<file path="src/rtl/mitchell_log_encoder.sv">
// Two-stage Mitchell logarithm front end: leading-one index, left-aligned
// fraction and zero flag, with valid/ready handshakes on both sides.
module mitchell_log_encoder #(
  parameter int unsigned WL_X = 32,
  parameter int unsigned WL_M = 31,
  parameter int unsigned WL_K = 5
) (
  input  logic            clk,
  input  logic            rst,
  input  logic            in_valid,
  output logic            in_ready,
  input  logic [WL_X-1:0] in_x,
  output logic            out_valid,
  input  logic            out_ready,
  output logic [WL_K-1:0] out_k,
  output logic [WL_M-1:0] out_m,
  output logic            out_zero
);

  logic            s1_valid;
  logic [WL_M-1:0] s1_x;
  logic [WL_K-1:0] s1_k;
  logic            s1_zero;

  logic            s1_en;
  logic            s2_en;
  logic            accept;
  logic [WL_K-1:0] lead_k;
  logic [WL_K-1:0] sh_amt;
  logic [WL_M-1:0] m_aligned;

  assign s2_en    = !out_valid || out_ready;
  assign s1_en    = !s1_valid || s2_en;
  assign in_ready = s1_en && !rst;
  assign accept   = in_valid && in_ready;

  // Priority encode: the highest set bit wins since it is visited last.
  always_comb begin
    lead_k = '0;
    for (int i = 0; i < int'(WL_X); i++) begin
      if (in_x[i]) lead_k = WL_K'(i);
    end
  end

  // Only bits below the leading one can reach the fraction, so the top
  // operand bit is never stored in stage 1.
  assign sh_amt    = WL_K'(WL_X - 1) - s1_k;
  assign m_aligned = s1_x << sh_amt;

  // Stage 1: capture operand, leading-one index and zero flag.
  always_ff @(posedge clk) begin
    if (rst) begin
      s1_valid <= 1'b0;
      s1_x     <= '0;
      s1_k     <= '0;
      s1_zero  <= 1'b0;
    end else if (s1_en) begin
      s1_valid <= accept;
      if (accept) begin
        s1_x    <= in_x[WL_M-1:0];
        s1_k    <= lead_k;
        s1_zero <= (in_x == '0);
      end
    end
  end

  // Stage 2: normalising shift; holds while downstream stalls.
  always_ff @(posedge clk) begin
    if (rst) begin
      out_valid <= 1'b0;
      out_k     <= '0;
      out_m     <= '0;
      out_zero  <= 1'b0;
    end else if (s2_en) begin
      out_valid <= s1_valid;
      out_k     <= s1_k;
      out_m     <= m_aligned;
      out_zero  <= s1_zero;
    end
  end

endmodule

</file>
<file path="config.mk">
export PLATFORM = sky130hd
export DESIGN_NAME = mitchell_log_encoder
export DESIGN_NICKNAME = d
export VERILOG_FILES = /design/src/rtl/mitchell_log_encoder.sv
export SDC_FILE = /design/constraint.sdc
export NUM_CORES = 1
export LEC_CHECK = 0
export ABC_AREA = 1
export CAP_MARGIN = 20
export CORE_UTILIZATION = 51
export DETAILED_ROUTE_END_ITERATION = 8
export PLACE_DENSITY = 0.77
export SETUP_SLACK_MARGIN = 0.05
export SLEW_MARGIN = 20
export SYNTH_ARGS = -nofsm -noshare
export SYNTH_HDL_FRONTEND = slang
export SYNTH_SLANG_ARGS = --single-unit
</file>
<file path="constraint.sdc">
create_clock -name clk -period 2.5 [get_ports clk]
set_clock_uncertainty 0.05 [all_clocks]
set_input_delay 0.625 -clock clk [delete_from_list [all_inputs] [get_ports clk]]
set_output_delay 0.625 -clock clk [all_outputs]
set_load 0.02 [all_outputs]
</file>
==> out/results.txt <==
The run finished with clean final reports. The number of hold-slack violations in the final timing report is 0. In this run the vertical extent of the chip is 94.18 um. The final routed wire length divided by cell count was 13.03 um. The share of the synthesized area in the top cell type was 35.11%. IR analysis of the VDD net gives a maximum drop of 0.4723 mV. The final standard cell count with taps included and fillers excluded is 847. The analysis attributes to cell leakage a power of 2.350 nW. The tools report the depth of the CTS H-tree as 3. The first routing iteration left 316 violations. Number of nets in the synthesized netlist: 710.

The die covers 8869 um2. The average cell area after synthesis is 6.429 um2, and the DRC violations left is 0. In this run, synthesis produced a sequential element count of 76. Initial antenna violation count: 0. Hold timing on the final database bottoms out at a slack of 0.4161 ns.

Worst setup path startpoint: out_ready. The final layout net count was 773; the slack of the worst reg-to-reg path was 0.55 ns. Grouping stages by cell kind, the critical path spends the most delay in buffers and inverters.

Master cell of the clock root buffer: sky130_fd_sc_hd__clkbuf_8. sky130_fd_sc_hd__dfxtp_1 takes more of the synthesized area than any other cell. Max-cap violations in this run came to 0. The total number of vias is 4482. The run gives 0.1089 ns as the worst path setup slack after routing. The share of async-settable or async-resettable flops after synthesis works out to 0%.

The number of nets still failing antenna checks after routing was 0; the number of port buffers was 74. Entering global routing, the biggest net connects 60 pins. The layout has 759 filler cells. In this run the most critical hold path is launched from out_m[12]$_SDFFE_PP0P_. For this run, the leading register cell type out of synthesis is sky130_fd_sc_hd__dfxtp_1. For the source-to-sink clock delay at the later pin of the worst-skew pair, the log shows 0.36 ns. Synthesis produced 674 cells. The total area inside the core boundary comes to 8217 um2.

Counting tap cells, the placed design contains a total of 831 instances. The final critical path takes up 95.64% of the cycle. Counting flops with a built-in enable in the synthesized netlist gives 0. The via count of the first global-routing pass was 4134. The initial utilization of the core area, before any placement, comes to 52.73%.

In this run the tightest slew margin relative to its limit is 55.91%. The launching element type of the critical path was an input port. Setup violations remaining at the end of the flow were counted as 0. Together, buffers and inverters on the worst path number 5.

In this run the worst hold path is classified as flop to flop. The finished cells cover 5444 um2. The tools report the number of max-slew violations in the final report as 0. The run gives -0.2951 ns as the pre-CTS setup slack. Setup repair after global routing left no endpoint under its margin.

The number of buffers created by CTS was 9; the peak per-stage delay on the critical path was 0.42 ns. At the pin with the least slew margin, the transition time is 0.6606 ns. The tools report the capture point of the worst reg-to-reg path as out_m[28]$_SDFFE_PP0P_. Top achievable clock speed: 0.4182 GHz. Ranked by total cell area, the synthesized netlist is headed by sky130_fd_sc_hd__dfxtp_1 (35%), sky130_fd_sc_hd__nand2_1 (17%), sky130_fd_sc_hd__o21ai_1 (10%), sky130_fd_sc_hd__nand3_1 (6.0%), sky130_fd_sc_hd__mux2i_1 (4.4%).

The path with the worst hold slack has its endpoint at out_m[12]$_SDFFE_PP0P_. Counting every sink on the clock net gives 76. The cell with the largest stage delay on the worst path was sky130_fd_sc_hd__clkdlybuf4s50_1. In the global route stage, overall resource usage came out at 26.89%. The largest fanout on the critical path is 2, and the count of inserted antenna diode cells is 0. Cells fill 66.26% of the core in the end.

Detailed placement ended at an HPWL of 8286 um. Distinct cell type count after synthesis: 29. TritonCTS built the clock tree.

Most frequently used cell type in the post-synthesis netlist: sky130_fd_sc_hd__nand2_1. In the final layout, the share of cells above drive strength 1 is 9.838%. The power density over the cells was 571.4 nW/um2. The number of hold buffers added after CTS was 0. Yosys printed 0 warnings. By startpoint and endpoint, the worst setup path is classified as input port to primary output.

The clock-pin slew on the worst setup and hold paths is 0.08 ns, and the remaining global-route overflow is 0. Measured in cells, the most critical reg-to-reg path has a length of 10. Sorting the synthesized cells by how often they occur yields sky130_fd_sc_hd__nand2_1 (196), sky130_fd_sc_hd__o21ai_1 (90), sky130_fd_sc_hd__dfxtp_1 (76). The clock passes through at most 2 buffers.

For the number of placement rows, the log shows 33. The pre-antenna-repair detailed-routing pass consisted of 5 iterations. The startpoint identified for the worst register-to-register timing path is s1_k[0]$_SDFFE_PP0P_. The total I/O pin count is 75. For the first-pass GRT wire length, the log shows 18740 um.

The worst hold path was traced through 2 stages. The routed design has 11040 um of wire. For the worst setup path, the data arrival time is 1.72 ns. The run gives 5219 um2 as the placement-stage cell area. At the end of routability-driven placement, the weighted congestion stood at 0.9359.

At the worst endpoint, the required time is 1.82 ns. Sequential elements use 35.11% of the synthesized area. The die is 94.18 um wide. The final critical path time including I/O delays and setup works out to 2.391 ns. Traced cell by cell, the critical path runs through clkdlybuf4s50_1 -> nor2_2 -> inv_2 -> nor2_1 -> inv_2 -> nand2_1 -> inv_1 -> clkdlybuf4s15_2. The kind of end point of the critical path is a primary output.

The cell repeated most along the worst path was sky130_fd_sc_hd__inv_2. The synthesized netlist occupies a cell area of 4333 um2. The number of vias per cell after detailed routing came out at 5.292. Relative to the synthesized area, the layout overhead comes to 25.64%.
## metrics by stage
| step | total power, mW | TNS (ns) |
|---|---|---|
| floorplan | 1.901 | 0 |
| global placement | 2.158 | -0.4479 |
| detailed placement | 2.171 | -0.4869 |
| CTS | 3.118 | 0 |
| global route | 3.279 | 0 |
| finish | 3.111 | 0 |
## flip-flops by register name, indices dropped and copies added (netlist names)
register	cells
out_m	31
out_zero	1
out_k	5
out_valid	1
s1_x	31
s1_zero	1
s1_valid	1
s1_k	5
## final cells by class
| type | instances | area, um2 | area share, % |
|---|---|---|---|
| Timing Repair Buffer | 98 | 952.2 | 17.49 |
| Tap cell | 105 | 131.4 | 2.413 |
| Sequential cell | 76 | 1521 | 27.95 |
| Inverter | 69 | 329.1 | 6.045 |
| Multi-Input combinational cell | 483 | 2308 | 42.40 |
| Clock inverter | 6 | 63.81 | 1.172 |
| Clock buffer | 10 | 137.6 | 2.528 |
## report_power, final
part	total (mW)	leakage [nW]	switching [mW]	internal (mW)
Combinational	0.810	1.63	0.483	0.327
Clock	0.961	0.0983	0.475	0.486
Sequential	1.34	0.624	0.0492	1.29
Total	3.11	2.35	1.01	2.10
## per-layer routing
layer | vias to the layer above | global-route usage, % | part of all wire (%)
met5 | - | 0 | 0
met4 | 0 | 11.15 | 2.7
met3 | 27 | 4.935 | 3.8
met2 | 103 | 45.77 | 48
met1 | 2008 | 33.02 | 45
li1 | 2344 | - | -
## worst max path at each step
stage	depth (start not counted)	to	slack, ns
2_1_floorplan	31	s1_k[0]$_SDFFE_PP0P_	0.41
3_3_place_gp	32	s1_k[0]$_SDFFE_PP0P_	-0.27
3_5_place_dp	31	s1_k[0]$_SDFFE_PP0P_	-0.30
4_1_cts	8	in_ready	0.08
5_1_grt	25	s1_k[0]$_SDFFE_PP0P_	0.07
6_report	8	in_ready	0.11
## cell families after synthesis
family	share of synthesized area (%)
simple gates	27.38
compound gates	21.34
buf+inv	11.78
flops	35.11
mux	4.389
## cell usage in the layout, fill, tap and decap left out, drive strengths merged, types with 4 or more instances in the layout
cell type and count:
buf 24, nor2 32, nor4 4, a31oi 8
mux2i 19, bufinv 6, clkdlybuf4s50 66, clkinv 6
nand2 196, dlymetal6s2s 7, or2 6, o211ai 11
inv 61, nand3 52, a21oi 38, clkbuf 10
o21ai 110, dfxtp 76
## worst register-to-register path: cells and delay by family, from the launching register on
family / cells / cell delay (ns)
buffers and inverters: 2 / 0.36
DFF: 1 / 0.35
AOI/OAI and AO/OA: 5 / 0.86
and+or+nand+nor: 3 / 0.23
## repair_timing
item                                    in CTS  in global routing
resized for setup                            3                  9
buffers inserted                             0                  0
pin swaps                                    0                  8
endpoints found under the setup margin       1                  2
hold endpoints to repair                     0                  0
Note: power is estimated with default switching activity, not from simulation.
